--- src/rtl/alarm_clock_core_if.sv ---
// Control/status bundle between the front end, the alarm clock core and the display driver.
// The core takes the slave modport; the board top or bench drives the master side.
interface alarm_clock_core_if #(
  parameter int unsigned N_ALARMS = 2
);
  localparam int unsigned IW = (N_ALARMS > 1) ? $clog2(N_ALARMS) : 1;

  logic          load;
  logic [3:0]    hourdec_init;
  logic [3:0]    hourone_init;
  logic [3:0]    mindec_init;
  logic [3:0]    minone_init;
  logic          alm_wr;
  logic [IW-1:0] alm_idx;
  logic [7:0]    alm_hour;
  logic [7:0]    alm_min;
  logic          alm_en;
  logic          stop;
  logic          snooze;

  logic [3:0]    hourdec_now;
  logic [3:0]    hourone_now;
  logic [3:0]    mindec_now;
  logic [3:0]    minone_now;
  logic [3:0]    secdec_now;
  logic [3:0]    secone_now;
  logic          sec_tick;
  logic          ring;
  logic [IW-1:0] ring_idx;

  modport master (
    output load, hourdec_init, hourone_init, mindec_init, minone_init,
    output alm_wr, alm_idx, alm_hour, alm_min, alm_en, stop, snooze,
    input  hourdec_now, hourone_now, mindec_now, minone_now, secdec_now, secone_now,
    input  sec_tick, ring, ring_idx
  );

  modport slave (
    input  load, hourdec_init, hourone_init, mindec_init, minone_init,
    input  alm_wr, alm_idx, alm_hour, alm_min, alm_en, stop, snooze,
    output hourdec_now, hourone_now, mindec_now, minone_now, secdec_now, secone_now,
    output sec_tick, ring, ring_idx
  );
endinterface

--- src/rtl/alarm_clock_core.sv ---
// BCD HH:MM:SS alarm clock with N alarm channels, ring/stop/auto-stop.
// Define ALARM_SNOOZE_EN to build the SNOOZE state and snooze counter.
module alarm_clock_core #(
  parameter int unsigned TICK_DIV   = 100000000,
  parameter int unsigned N_ALARMS   = 2,
  parameter int unsigned RING_SEC   = 60,
  parameter int unsigned SNOOZE_MIN = 5
) (
  input  logic              clk,
  input  logic              rstn,
  alarm_clock_core_if.slave io
);
  localparam int unsigned IW = (N_ALARMS > 1) ? $clog2(N_ALARMS) : 1;
  localparam int unsigned PW = $clog2(TICK_DIV);
  localparam int unsigned RW = 8;
  localparam int unsigned SW = 12;

`ifdef ALARM_SNOOZE_EN
  typedef enum logic [1:0] {ST_IDLE, ST_RINGING, ST_SNOOZE} state_t;
`else
  typedef enum logic [1:0] {ST_IDLE, ST_RINGING} state_t;
`endif

  // HH:MM legality shared by time load and alarm write
  function automatic logic hhmm_ok(input logic [3:0] hd, input logic [3:0] ho,
                                   input logic [3:0] md, input logic [3:0] mo);
    return ((hd < 4'd2 && ho <= 4'd9) || (hd == 4'd2 && ho <= 4'd3)) &&
           (md <= 4'd5) && (mo <= 4'd9);
  endfunction

  logic [3:0]    hd_q, ho_q, md_q, mo_q, sd_q, so_q;
  logic [3:0]    hd_d, ho_d, md_d, mo_d, sd_d, so_d;
  logic [PW-1:0] presc_q, presc_d;
  logic          tick_q, tick_d;

  logic [7:0]    alm_h_q [N_ALARMS];
  logic [7:0]    alm_m_q [N_ALARMS];
  logic [N_ALARMS-1:0] alm_en_q;

  state_t        state_q, state_d;
  logic [RW-1:0] ring_cnt_q, ring_cnt_d;
  logic [IW-1:0] ring_idx_q, ring_idx_d;
  logic          ring_q, ring_d;
`ifdef ALARM_SNOOZE_EN
  logic [SW-1:0] snz_cnt_q, snz_cnt_d;
`else
  logic          unused_snz_c;
  assign unused_snz_c = io.snooze ^ (SNOOZE_MIN == 0) ^ (SW == 0);
`endif

  logic          load_ok_c, alm_ok_c, match_c;
  logic [IW-1:0] match_idx_c;

  assign load_ok_c = hhmm_ok(io.hourdec_init, io.hourone_init, io.mindec_init, io.minone_init);
  assign alm_ok_c  = hhmm_ok(io.alm_hour[7:4], io.alm_hour[3:0], io.alm_min[7:4], io.alm_min[3:0]);

  // Prescaler and time of day; a legal load overrides the terminal count
  always_comb begin : time_next
    hd_d    = hd_q;
    ho_d    = ho_q;
    md_d    = md_q;
    mo_d    = mo_q;
    sd_d    = sd_q;
    so_d    = so_q;
    presc_d = presc_q;
    tick_d  = 1'b0;
    if (io.load && load_ok_c) begin
      hd_d    = io.hourdec_init;
      ho_d    = io.hourone_init;
      md_d    = io.mindec_init;
      mo_d    = io.minone_init;
      sd_d    = 4'd0;
      so_d    = 4'd0;
      presc_d = '0;
    end else if (presc_q == PW'(TICK_DIV - 1)) begin
      presc_d = '0;
      tick_d  = 1'b1;
      if (so_q != 4'd9) begin
        so_d = so_q + 4'd1;
      end else begin
        so_d = 4'd0;
        if (sd_q != 4'd5) begin
          sd_d = sd_q + 4'd1;
        end else begin
          sd_d = 4'd0;
          if (mo_q != 4'd9) begin
            mo_d = mo_q + 4'd1;
          end else begin
            mo_d = 4'd0;
            if (md_q != 4'd5) begin
              md_d = md_q + 4'd1;
            end else begin
              md_d = 4'd0;
              if (hd_q == 4'd2 && ho_q == 4'd3) begin
                hd_d = 4'd0;
                ho_d = 4'd0;
              end else if (ho_q == 4'd9) begin
                ho_d = 4'd0;
                hd_d = hd_q + 4'd1;
              end else begin
                ho_d = ho_q + 4'd1;
              end
            end
          end
        end
      end
    end else begin
      presc_d = presc_q + PW'(1);
    end
  end

  always_ff @(posedge clk or negedge rstn) begin : time_reg
    if (!rstn) begin
      hd_q    <= 4'd0;
      ho_q    <= 4'd0;
      md_q    <= 4'd0;
      mo_q    <= 4'd0;
      sd_q    <= 4'd0;
      so_q    <= 4'd0;
      presc_q <= '0;
      tick_q  <= 1'b0;
    end else begin
      hd_q    <= hd_d;
      ho_q    <= ho_d;
      md_q    <= md_d;
      mo_q    <= mo_d;
      sd_q    <= sd_d;
      so_q    <= so_d;
      presc_q <= presc_d;
      tick_q  <= tick_d;
    end
  end

  // Alarm register file; out-of-range indices and illegal times are dropped
  always_ff @(posedge clk or negedge rstn) begin : alarm_reg
    if (!rstn) begin
      for (int i = 0; i < N_ALARMS; i++) begin
        alm_h_q[i]  <= 8'd0;
        alm_m_q[i]  <= 8'd0;
        alm_en_q[i] <= 1'b0;
      end
    end else if (io.alm_wr && alm_ok_c) begin
      for (int i = 0; i < N_ALARMS; i++) begin
        if (io.alm_idx == IW'(i)) begin
          alm_h_q[i]  <= io.alm_hour;
          alm_m_q[i]  <= io.alm_min;
          alm_en_q[i] <= io.alm_en;
        end
      end
    end
  end

  // Descending scan so the lowest matching channel ends up selected
  always_comb begin : match_scan
    match_c     = 1'b0;
    match_idx_c = '0;
    if (tick_q && sd_q == 4'd0 && so_q == 4'd0) begin
      for (int i = N_ALARMS - 1; i >= 0; i--) begin
        if (alm_en_q[i] && alm_h_q[i] == {hd_q, ho_q} && alm_m_q[i] == {md_q, mo_q}) begin
          match_c     = 1'b1;
          match_idx_c = IW'(i);
        end
      end
    end
  end

  always_comb begin : fsm_next
    state_d    = state_q;
    ring_cnt_d = ring_cnt_q;
    ring_idx_d = ring_idx_q;
`ifdef ALARM_SNOOZE_EN
    snz_cnt_d  = snz_cnt_q;
`endif
    case (state_q)
      ST_IDLE: begin
        if (match_c) begin
          state_d    = ST_RINGING;
          ring_idx_d = match_idx_c;
          ring_cnt_d = '0;
        end
      end
      ST_RINGING: begin
        if (io.stop) begin
          state_d = ST_IDLE;
`ifdef ALARM_SNOOZE_EN
        end else if (io.snooze) begin
          state_d   = ST_SNOOZE;
          snz_cnt_d = SW'(SNOOZE_MIN * 60);
`endif
        end else if (tick_q) begin
          if (ring_cnt_q == RW'(RING_SEC - 1)) state_d = ST_IDLE;
          else ring_cnt_d = ring_cnt_q + RW'(1);
        end
      end
`ifdef ALARM_SNOOZE_EN
      ST_SNOOZE: begin
        if (io.stop) begin
          state_d = ST_IDLE;
        end else if (tick_q) begin
          snz_cnt_d = snz_cnt_q - SW'(1);
          if (snz_cnt_q == SW'(1)) begin
            state_d    = ST_RINGING;
            ring_cnt_d = '0;
          end
        end
      end
`endif
      default: state_d = ST_IDLE;
    endcase
    ring_d = (state_d == ST_RINGING);
  end

  always_ff @(posedge clk or negedge rstn) begin : fsm_reg
    if (!rstn) begin
      state_q    <= ST_IDLE;
      ring_cnt_q <= '0;
      ring_idx_q <= '0;
      ring_q     <= 1'b0;
`ifdef ALARM_SNOOZE_EN
      snz_cnt_q  <= '0;
`endif
    end else begin
      state_q    <= state_d;
      ring_cnt_q <= ring_cnt_d;
      ring_idx_q <= ring_idx_d;
      ring_q     <= ring_d;
`ifdef ALARM_SNOOZE_EN
      snz_cnt_q  <= snz_cnt_d;
`endif
    end
  end

  assign io.hourdec_now = hd_q;
  assign io.hourone_now = ho_q;
  assign io.mindec_now  = md_q;
  assign io.minone_now  = mo_q;
  assign io.secdec_now  = sd_q;
  assign io.secone_now  = so_q;
  assign io.sec_tick    = tick_q;
  assign io.ring        = ring_q;
  assign io.ring_idx    = ring_idx_q;
endmodule

--- src/flat_wrapper.sv ---
// flat-port wrapper written by rule: the top's interface ports become plain ports
module alarm_clock_core_flat 
#(
  parameter int unsigned TICK_DIV   = 100000000,
  parameter int unsigned N_ALARMS   = 2,
  parameter int unsigned RING_SEC   = 60,
  parameter int unsigned SNOOZE_MIN = 5
)
  (clk, rstn, io_load, io_hourdec_init, io_hourone_init, io_mindec_init, io_minone_init, io_alm_wr, io_alm_idx, io_alm_hour, io_alm_min, io_alm_en, io_stop, io_snooze, io_hourdec_now, io_hourone_now, io_mindec_now, io_minone_now, io_secdec_now, io_secone_now, io_sec_tick, io_ring, io_ring_idx);
  alarm_clock_core_if #(.N_ALARMS(N_ALARMS)) io_i ();
  input  logic clk;
  input  logic rstn;
  input wire logic [$bits(io_i.load)-1:0] io_load;
  input wire logic [$bits(io_i.hourdec_init)-1:0] io_hourdec_init;
  input wire logic [$bits(io_i.hourone_init)-1:0] io_hourone_init;
  input wire logic [$bits(io_i.mindec_init)-1:0] io_mindec_init;
  input wire logic [$bits(io_i.minone_init)-1:0] io_minone_init;
  input wire logic [$bits(io_i.alm_wr)-1:0] io_alm_wr;
  input wire logic [$bits(io_i.alm_idx)-1:0] io_alm_idx;
  input wire logic [$bits(io_i.alm_hour)-1:0] io_alm_hour;
  input wire logic [$bits(io_i.alm_min)-1:0] io_alm_min;
  input wire logic [$bits(io_i.alm_en)-1:0] io_alm_en;
  input wire logic [$bits(io_i.stop)-1:0] io_stop;
  input wire logic [$bits(io_i.snooze)-1:0] io_snooze;
  output wire logic [$bits(io_i.hourdec_now)-1:0] io_hourdec_now;
  output wire logic [$bits(io_i.hourone_now)-1:0] io_hourone_now;
  output wire logic [$bits(io_i.mindec_now)-1:0] io_mindec_now;
  output wire logic [$bits(io_i.minone_now)-1:0] io_minone_now;
  output wire logic [$bits(io_i.secdec_now)-1:0] io_secdec_now;
  output wire logic [$bits(io_i.secone_now)-1:0] io_secone_now;
  output wire logic [$bits(io_i.sec_tick)-1:0] io_sec_tick;
  output wire logic [$bits(io_i.ring)-1:0] io_ring;
  output wire logic [$bits(io_i.ring_idx)-1:0] io_ring_idx;
  assign io_i.load = io_load;
  assign io_i.hourdec_init = io_hourdec_init;
  assign io_i.hourone_init = io_hourone_init;
  assign io_i.mindec_init = io_mindec_init;
  assign io_i.minone_init = io_minone_init;
  assign io_i.alm_wr = io_alm_wr;
  assign io_i.alm_idx = io_alm_idx;
  assign io_i.alm_hour = io_alm_hour;
  assign io_i.alm_min = io_alm_min;
  assign io_i.alm_en = io_alm_en;
  assign io_i.stop = io_stop;
  assign io_i.snooze = io_snooze;
  assign io_hourdec_now = io_i.hourdec_now;
  assign io_hourone_now = io_i.hourone_now;
  assign io_mindec_now = io_i.mindec_now;
  assign io_minone_now = io_i.minone_now;
  assign io_secdec_now = io_i.secdec_now;
  assign io_secone_now = io_i.secone_now;
  assign io_sec_tick = io_i.sec_tick;
  assign io_ring = io_i.ring;
  assign io_ring_idx = io_i.ring_idx;
  alarm_clock_core #(.TICK_DIV(TICK_DIV), .N_ALARMS(N_ALARMS), .RING_SEC(RING_SEC), .SNOOZE_MIN(SNOOZE_MIN)) u_core (.clk(clk), .rstn(rstn), .io(io_i));
endmodule
--- config.mk ---
export PLATFORM = sky130hd
export DESIGN_NAME = alarm_clock_core_flat
export DESIGN_NICKNAME = d
export VERILOG_FILES = /design/src/rtl/alarm_clock_core_if.sv /design/src/rtl/alarm_clock_core.sv /design/src/flat_wrapper.sv
export SDC_FILE = /design/constraint.sdc
export NUM_CORES = 1
export LEC_CHECK = 0
export CORE_UTILIZATION = 46
export CTS_BUF_LIST = sky130_fd_sc_hd__clkbuf_4 sky130_fd_sc_hd__clkbuf_8
export CTS_CLUSTER_DIAMETER = 60
export DETAILED_ROUTE_END_ITERATION = 8
export GPL_ROUTABILITY_DRIVEN = 0
export PLACE_DENSITY_LB_ADDON = 0.2
export SETUP_SLACK_MARGIN = 0.1
export SYNTH_ARGS = -nofsm -noshare
export SYNTH_HDL_FRONTEND = slang
export SYNTH_SLANG_ARGS = --single-unit
--- constraint.sdc ---
create_clock -name clk -period 6 [get_ports clk]
set_input_delay 0.9 -clock clk [delete_from_list [all_inputs] [get_ports clk]]
set_output_delay 0.9 -clock clk [all_outputs]
set_load 0.1 [all_outputs]
==> results of run 1 <==
==> area by class of cell <==
| class | instances | area [um^2] |
|---|---|---|
| multi-input combinational | 382 | 2610 |
| clock inverter | 4 | 50.05 |
| sequential | 98 | 2452 |
| tap | 140 | 175.2 |
| clock buffer | 12 | 158.9 |
| inverter | 11 | 41.29 |
| timing repair buffer | 67 | 663.1 |
| fill | 990 | 4832 |
==> layer usage <==
| metal | up-vias | wire [um] | track usage |
|---|---|---|---|
| li1 | 1935 | - | - |
| met1 | 1924 | 5581 | 0.2937 |
| met2 | 77 | 5665 | 0.3562 |
| met3 | 12 | 506 | 0.05619 |
| met4 | 0 | 183 | 0.06467 |
| met5 | - | 0 | 0 |
==> Yosys cell counts, drive strengths merged (11+ instances only) <==
cell    n
inv    11
o21ai  21
nand4  16
nand2  39
xor2   26
nor2   46
buf    13
nand3  29
xnor2  34
mux2   28
a21oi  21
dfrtp  98
==> placed cells by master (no fill, tap or decap), types with 4 or more instances in the layout <==
cell type / count
o2bb2ai_1: 5
a21oi_1: 21
or3_1: 10
nor3_1: 6
nor4_1: 7
and2_1: 6
nor2b_1: 10
nand3_1: 28
clkbuf_8: 11
xnor2_1: 34
nand2_1: 38
and3_1: 10
inv_1: 11
nor2_1: 46
dfrtp_1: 98
nand4_1: 15
xor2_1: 26
nor4b_1: 4
a31oi_1: 7
ha_1: 10
mux2_2: 28
clkdlybuf4s50_1: 64
o21ai_0: 21
==> power by group <==
part / switching [uW] / total [uW] / leakage, uW / internal, uW
sequential: 135 / 884 / 0.00125 / 749
clock: 231 / 450 / 0.000102 / 220
combinational: 440 / 664 / 0.00129 / 224
total: 806 / 2000 / 0.00264 / 1190
==> how the worst min path moves through the flow <==
stage          depth (start not counted)                    to              start
6_report                               1  u_core.ring_cnt_q[7]               rstn
5_1_grt                                1  u_core.ring_cnt_q[5]               rstn
4_1_cts                                1     u_core.presc_q[0]  u_core.presc_q[0]
3_5_place_dp                           1     u_core.presc_q[0]  u_core.presc_q[0]
3_3_place_gp                           1     u_core.presc_q[0]  u_core.presc_q[0]
2_1_floorplan                          1     u_core.presc_q[0]  u_core.presc_q[0]
==> metrics by stage <==
step	instance area, um^2	hold WS (ns)	utilization	worst slack (ns)	total power, uW
floorplan	5235	0.4479	-	3.088	1380
global placement	5942	0.4756	0.5410	2.402	1542
detailed placement	5942	0.4787	0.5410	2.283	1560
CTS	6151	0.4924	0.5600	2.708	2013
global route	6151	0.5112	0.5600	2.284	2097
finish	6151	0.4928	0.5600	2.681	1999
==> kinds of logic (layout without fill, tap and decap cells) <==
family	after synthesis	in the layout
buffers and inverters	34	94
other	1	1
DFF	98	98
and+or+nand+nor	210	210
muxes	31	31
xor gates and xnor gates	60	60
adders and majority gates	10	10
AOI/OAI and AO/OA	70	70
==> worst max-delay path, cell delays in order <==
cell and delay, ns:
clkdlybuf4s50_1 0.40, nor4b_1 0.59, nand4_1 0.66, nand2_1 0.86
nor2_1 0.12
==> state kept, by name, indices dropped and copies added (netlist names) <==
register               count
u_core.io.secdec_now       4
u_core.io.secone_now       4
u_core.presc_q            27
u_core.io.ring_idx         1
u_core.io.hourdec_now      4
u_core.io.hourone_now      4
u_core.io.mindec_now       4
u_core.ring_cnt_q          8
u_core.state_q             2
u_core.io.sec_tick         1
u_core.alm_en_q            2
u_core.io.minone_now       4
u_core.io.ring             1
u_core.alm_m_q            16
u_core.alm_h_q            16
==> metrics.cfg, run 1 <==
[worst_setup_path]
cp-end-kind = flip-flop
worstSetupStartpointType = input port
ff2ff_setup_slack_ns = 3.28
r2r_start = u_core.io.secdec_now[1]
critPathCapture = u_core.presc_q[22]
cp-startpoint = io_hourdec_init[3]
worst_r2r_path_depth = 8
critPathMaxFanout = 25
rr_endpoint = u_core.io.hourdec_now[0]
crit_arrival_ns = 3.54
crit_required_ns = 6.22
path_class = in -> reg

[layout]
final_cells = 714
num_antenna_cells = 0
fin_nets = 619
final_layout_size_suffix_gt1_frac = 0.09930
area_growth_pct = 17.50

[floorplanning]
rows = 38
ioPinCount = 67
fp.dieArea_um2 = 11810
core-area_um2 = 10980
die_w_um = 108.7
start_util = 0.4766
die_y_um = 108.7

[timing]
relSlewSlack = 0.3449
fin_skew_ns = 0.008859
rsz0062_at_grt = no
min_period_ns = 3.319
setup_violations = 0
slew_viol_final = 0
tightestPinTransition_ns = 0.9796
finalSetupTns_ns = 0
fin_crit_sh = 0.5531
hold_violations = 0
timing.fmax_mhz = 301.3

[synthesis]
yosys.cell_types.count = 58
synth_top_family_by_area = simple AND/OR/NAND/NOR gates
synth_edf_count = 0
synth_top_area_frac = 0.4685
yosys_warnings = 0
ys_seq_elements = 98
synth_fa_ha_area_frac = 0.02390
synth_ff_type = dfrtp_1
yosys.area_share.simple = 0.2251
synth-compound-area-share = 0.08246
ys_seq_area_frac = 0.4685
syn_inst = 514
synth_xor_area_frac = 0.1004
avgSynthCellArea_um2 = 10.18
synth_fp_nets = 564
synthTopCellsByArea = dfrtp_1, mux2_2, xnor2_1, xor2_1, nor2_1
muxShareOfSynthArea = 0.06597
synth_top_cell_by_area = dfrtp_1
synth_area_um2 = 5235
ys_async_sr_fraction = 1.000

[clock_network]
htreeDepth = 3
root_buffer = clkbuf_8
cts_hold_buffers = 0
numCtsBuffers = 9
clock_path_buffers = 2
clock-sinks = 98
cts_tree = yes
cts_setup_buffers = 0
insertion_delay_ns = 0.37
cts-resized-gates = 0
clk_pin_slew_ns = 0.09

[place]
dpl.cell_count = 698
portBuffers = 65
dp_hpwl_um = 8619

[detailed_routing]
dr.first_iter.drc_count = 235
firstDrtPassIters = 4
wl_per_cell_um = 16.72
ant_nets = 0
viasPerCell = 5.529
drcViolationCount = 0
vias = 3948
routed_wl_um = 11940

[grt]
track_usage = 0.2209
grt_pass1_wl_um = 19830
antenna_found_initial = 0
grt_pass1_vias = 3976
grt_max_degree = 60
grt-ovfl-total = 0

[pwr]
vdd_drop_max_mv = 0.1656
power_density_nw_per_um2 = 324.9
total_leakage_power_uw = 0.002640

[run]
drv_cap = 0

[worst_hold_path]
hold_class = in -> async

[status]
status = finished clean

Power figures use the tool's default switching activity.
==> run 2, diff against run 1 <==
==> constraint.sdc (replaced) <==
create_clock -name clk -period 2.8 [get_ports clk]
set_input_delay 0.42 -clock clk [delete_from_list [all_inputs] [get_ports clk]]
set_output_delay 0.42 -clock clk [all_outputs]
set_load 0.1 [all_outputs]
==> run 2 against run 1 <==
Clock skew rose by 0.0037 ns. Core utilization rose by 0.25 points. Wire length shrank 1.2%. Via count is essentially flat. Clock power rose by 110%. Flip-flop and latch count unchanged. Sequential share of layout area is 0.056 points lower. Global-route usage fell by 0.096 points. Critical path type is now reg -> reg. Largest power group unchanged.
==> metrics.cfg, run 2 (synthesis gave the netlist of run 1 again) <==
[status]
status = finished clean  ; unchanged

[timing]
fin_skew_ns = 0.01261  ; was 0.008859 ns
whs_ns = 0.004819  ; was 0.4928 ns
rsz0062_at_grt = no  ; unchanged
fin_crit_sh = 0.9105
hold_violations = 0  ; unchanged
finalSetupTns_ns = 0  ; unchanged
min_period_ns = 2.550
tightestPinTransition_ns = 0.7720  ; was 0.9796 ns
setup_violations = 0  ; unchanged
slew_viol_final = 0  ; unchanged
timing.fmax_mhz = 392.2
relSlewSlack = 0.4853  ; was 0.3449

[place]
portBuffers = 65  ; unchanged
dp_hpwl_um = 8716  ; was 8619 um

[layout]
largest_reg_flops = 27  ; unchanged
nFillCells = 936  ; was 990
area_growth_pct = 18.02  ; was 17.50%
largest_register = u_core.presc_q  ; unchanged
final_layout_size_suffix_gt1_frac = 0.1712  ; was 0.09930
top_regs = u_core.presc_q: 27 flops, u_core.alm_h_q: 16 flops, u_core.alm_m_q: 16 flops  ; unchanged
layout_commonest_cell = dfrtp_1  ; unchanged
mostFrequentLayoutCells = dfrtp_1, nor2_1, buf_4  ; was dfrtp_1, clkdlybuf4s50_1, nor2_1
fin_nets = 629  ; was 619
num_antenna_cells = 0  ; unchanged

[worst_setup_path]
path_class = reg -> reg  ; was in -> reg
crit_required_ns = 3.08  ; was 6.22 ns
critPathMaxFanout = 8  ; was 25
crit_arrival_ns = 2.82  ; was 3.54 ns
worstSetupStartpointType = flip-flop  ; was input port
cp-end-kind = flip-flop  ; unchanged

[clock_network]
cts_hold_buffers = 0  ; unchanged
clock_path_buffers = 2  ; unchanged
cts-resized-gates = 0  ; unchanged
cts_tree = yes  ; unchanged
htreeDepth = 3  ; unchanged
numCtsBuffers = 9  ; unchanged
cts_setup_buffers = 0  ; unchanged
clk_pin_slew_ns = 0.10  ; was 0.09 ns
insertion_delay_ns = 0.38  ; was 0.37 ns
clock-sinks = 98  ; unchanged
root_buffer = clkbuf_8  ; unchanged

[grt]
grt-ovfl-total = 0  ; unchanged
grt_pass1_vias = 3979  ; was 3,976
grt_max_degree = 45  ; was 60
track_usage = 0.2200  ; was 0.2209
antenna_found_initial = 0  ; unchanged
grt_pass1_wl_um = 19800  ; was 19,830 um

[detailed_routing]
ant_nets = 0  ; unchanged
viasPerCell = 5.454  ; was 5.529
firstDrtPassIters = 4  ; unchanged
vias = 3949  ; was 3,948
drcViolationCount = 0  ; unchanged
dr.first_iter.drc_count = 239  ; was 235
wl_per_cell_um = 16.29  ; was 16.72 um
routed_wl_um = 11790  ; was 11,940 um

[floorplanning]
die_w_um = 108.7  ; unchanged
die_y_um = 108.7  ; unchanged
rows = 38  ; unchanged
ioPinCount = 67  ; unchanged
fp.dieArea_um2 = 11810  ; unchanged
start_util = 0.4766  ; unchanged
core-area_um2 = 10980  ; unchanged

[pwr]
vdd_drop_max_mv = 0.4490  ; was 0.1656 mV
total_leakage_power_uw = 0.002706  ; was 0.002640 uW
power_density_nw_per_um2 = 689.4  ; was 324.9 nW/um^2

[worst_hold_path]
hold_class = in -> async  ; unchanged

[run]
drv_cap = 0  ; unchanged

-- run 2: cell count changes in the layout (fill, tap and decap cells not counted) --
cell             change
dfrtp_1              -6
buf_12               +1
buf_4               +36
clkdlybuf4s50_1     -27
dfrtp_2              +6
-- run 2: final cells by class --
cell class	count	area, um^2	area share
inverters	11	41.29	0.006683
multi-input cells	382	2610	0.4224
clock buffers	12	158.9	0.02572
clock inverters	4	50.05	0.008100
well taps	140	175.2	0.02835
repair buffers	77	683.2	0.1106
flip-flops and latches	98	2460	0.3981
-- run 2: worst max-delay path, stage by stage, from the launching register on --
cell and delay [ns]:
dfrtp_2 0.46, nor4_1 0.31, nand4_1 0.22, nor4_1 0.46, a32oi_1 0.31, and2_0 0.36
a211o_1 0.33
-- run 2: final timing paths --
kind | from | end | slack (ns) | depth (start not counted)
max | u_core.io.secdec_now[2] | u_core.ring_cnt_q[0] | 0.25 | 6
min | rstn | u_core.io.secdec_now[2] | 0.005 | 1
max reg2reg | u_core.io.secdec_now[2] | u_core.ring_cnt_q[0] | 0.25 | 6
min reg2reg | u_core.presc_q[0] | u_core.presc_q[0] | 0.50 | 1
max in group asynchronous | rstn | u_core.io.secone_now[1] | 2.12 | 2
min in group clk | u_core.presc_q[0] | u_core.presc_q[0] | 0.50 | 1
-- run 2: where the power goes --
group          switching (uW)  internal (uW)
logic                     948            459
clock network             492            470
registers                 280           1610
-- run 2: per-stage QoR --
step / instance area [um^2] / total power [uW] / util / worst slack (ns) / cells
5_1_grt: 6178 / 4491 / 0.5625 / 0.1622 / 724
6_report: 6178 / 4260 / 0.5625 / 0.2505 / 724
3_3_place_gp: 5969 / 3293 / 0.5435 / 0.3117 / 708
2_1_floorplan: 5243 / 2962 / - / 0.1087 / 514
3_5_place_dp: 5969 / 3328 / 0.5435 / 0.2720 / 708
4_1_cts: 6178 / 4299 / 0.5625 / 0.2483 / 724
-- run 2: metal layers --
layer  share of wire  track usage  vias up
met5               0            0        -
met3           0.050      0.05858       10
met1            0.47       0.2931     1908
met4           0.012      0.06757        0
li1                -            -     1952
met2            0.47       0.3504       79
==> run 3, diff against run 2 <==
--- a/config.mk
+++ b/config.mk
@@ -10,8 +10,9 @@
 export CTS_CLUSTER_DIAMETER = 60
 export DETAILED_ROUTE_END_ITERATION = 8
 export GPL_ROUTABILITY_DRIVEN = 0
-export PLACE_DENSITY_LB_ADDON = 0.2
+export PLACE_DENSITY = 0.71
 export SETUP_SLACK_MARGIN = 0.1
+export SKIP_CTS_REPAIR_TIMING = 1
 export SYNTH_ARGS = -nofsm -noshare
 export SYNTH_HDL_FRONTEND = slang
 export SYNTH_SLANG_ARGS = --single-unit
==> run 3 against run 2 <==
First-iteration DRC count fell by 25%. Sequential power barely moved. Via count rose by 2.9%. Wire length rose by 2.6%. Final area barely moved. Hold slack improved by 0.025 ns. Flip-flop and latch count did not move. Clock skew fell by 0.0020 ns. Register-to-register slack barely moved. Largest cell class unchanged. Critical endpoint unchanged. Final cell count rose by 0.55%.
==> metrics.cfg, run 3 (synthesis gave the netlist of run 1 again) <==
[worst_setup_path]
worstSetupStartpointType = flip-flop  ; unchanged
crit_required_ns = 3.07  ; was 3.08 ns
cp-end-kind = flip-flop  ; unchanged
critPathMaxFanout = 8  ; unchanged
path_class = reg -> reg  ; unchanged
crit_arrival_ns = 2.82  ; about the same

[place]
dpl.cell_count = 712  ; was 708
portBuffers = 65  ; unchanged
dp_hpwl_um = 8860  ; was 8716 um

[detailed_routing]
firstDrtPassIters = 4  ; unchanged
dr.first_iter.drc_count = 179  ; was 239
ant_nets = 0  ; unchanged
drcViolationCount = 0  ; unchanged
routed_wl_um = 12100  ; was 11,790 um
vias = 4065  ; was 3,949
wl_per_cell_um = 16.62  ; was 16.29 um
viasPerCell = 5.584  ; was 5.454

[grt]
grt_max_degree = 43  ; was 45
grt_pass1_vias = 3923  ; was 3,979
grt_pass1_wl_um = 19730  ; was 19,800 um
grt-ovfl-total = 0  ; unchanged
track_usage = 0.2203  ; was 0.2200
antenna_found_initial = 0  ; unchanged

[floorplanning]
core-area_um2 = 10980  ; unchanged
start_util = 0.4766  ; unchanged
fp.dieArea_um2 = 11810  ; unchanged
die_y_um = 108.7  ; unchanged
die_w_um = 108.7  ; unchanged
rows = 38  ; unchanged
ioPinCount = 67  ; unchanged

[clock_network]
clk_pin_slew_ns = 0.10  ; about the same
numCtsBuffers = 9  ; unchanged
clock_path_buffers = 2  ; unchanged
htreeDepth = 3  ; unchanged
insertion_delay_ns = 0.37  ; was 0.38 ns
cts_tree = yes  ; unchanged
root_buffer = clkbuf_8  ; unchanged
clock-sinks = 98  ; unchanged

[timing]
relSlewSlack = 0.4983  ; was 0.4853
fin_skew_ns = 0.01064  ; was 0.01261 ns
timing.fmax_mhz = 392.2  ; about the same
hold_violations = 0  ; unchanged
finalSetupTns_ns = 0  ; unchanged
slew_viol_final = 0  ; unchanged
tightestPinTransition_ns = 0.7525  ; was 0.7720 ns
min_period_ns = 2.550  ; about the same
setup_violations = 0  ; unchanged
fin_crit_sh = 0.9107  ; was 0.9105
rsz0062_at_grt = no  ; unchanged

[layout]
area_growth_pct = 18.04  ; was 18.02%
nFillCells = 962  ; was 936
fin_nets = 633  ; was 629
top_regs = u_core.presc_q: 27 flops, u_core.alm_h_q: 16 flops, u_core.alm_m_q: 16 flops  ; unchanged
layout_commonest_cell = dfrtp_1  ; unchanged
final_layout_size_suffix_gt1_frac = 0.1769  ; was 0.1712
num_antenna_cells = 0  ; unchanged
mostFrequentLayoutCells = dfrtp_1, nor2_1, buf_4  ; unchanged
final_cells = 728  ; was 724
largest_reg_flops = 27  ; unchanged
largest_register = u_core.presc_q  ; unchanged

[status]
status = finished clean  ; unchanged

[pwr]
total_leakage_power_uw = 0.002709  ; was 0.002706 uW
vdd_drop_max_mv = 0.3929  ; was 0.4490 mV
power_density_nw_per_um2 = 676.2  ; was 689.4 nW/um^2
fin_total_pwr_uw = 4179  ; was 4260 uW

[run]
drv_cap = 0  ; unchanged

[worst_hold_path]
hold_class = in -> async  ; unchanged

[run 3: worst paths after layout]
kind	from	end	slack, ns	cells past startpoint
hold / removal	rstn	u_core.io.secdec_now[3]	0.03	1
setup reg to reg	u_core.io.secdec_now[3]	u_core.ring_cnt_q[0]	0.25	6
hold reg to reg	u_core.presc_q[0]	u_core.presc_q[0]	0.49	1
min in group clk	u_core.presc_q[0]	u_core.presc_q[0]	0.49	1
setup / recovery	u_core.io.secdec_now[3]	u_core.ring_cnt_q[0]	0.25	6
max in group asynchronous	rstn	u_core.presc_q[12]	2.07	2
[run 3: power by group]
group | internal (uW) | switching, uW | total [uW]
Combinational | 470 | 978 | 1450
Sequential | 1610 | 265 | 1870
Clock | 366 | 489 | 856
Total | 2450 | 1730 | 4180
[run 3: worst max-delay path, cell delays in order (launching register included)]
cell and delay, ns:
dfrtp_1 0.43, nor4_1 0.34, nand4_1 0.23, nor4_1 0.44, a32oi_1 0.29, and2_0 0.37
a211o_1 0.33
[run 3: per-stage QoR]
stage               setup WS [ns]  area [um^2]  hold WS [ns]  utilization
finish                     0.2502         6180       0.02994       0.5627
global route               0.1278         6180       0.04664       0.5627
CTS                        0.2954         6180       0.03127       0.5627
detailed placement         0.2879         6000        0.4595       0.5463
global placement           0.3536         6000        0.4504       0.5463
floorplan                  0.1087         5243        0.1244            -
[run 3: layout make-up]
class	count	area [um^2]	share of cell area
Sequential cell	98	2460	0.3981
Clock inverter	4	27.53	0.004454
Inverter	11	41.29	0.006682
Multi-Input combinational cell	382	2610	0.4224
Tap cell	140	175.2	0.02835
Clock buffer	12	152.6	0.02470
Timing Repair Buffer	81	713.2	0.1154
[run 3: layer usage]
layer / GRT usage / up-vias / routed length [um]
li1: - / 1953 / -
met1: 0.2938 / 2028 / 5558
met2: 0.3666 / 75 / 5942
met3: 0.04961 / 9 / 488
met4: 0.04730 / 0 / 112
met5: 0 / - / 0
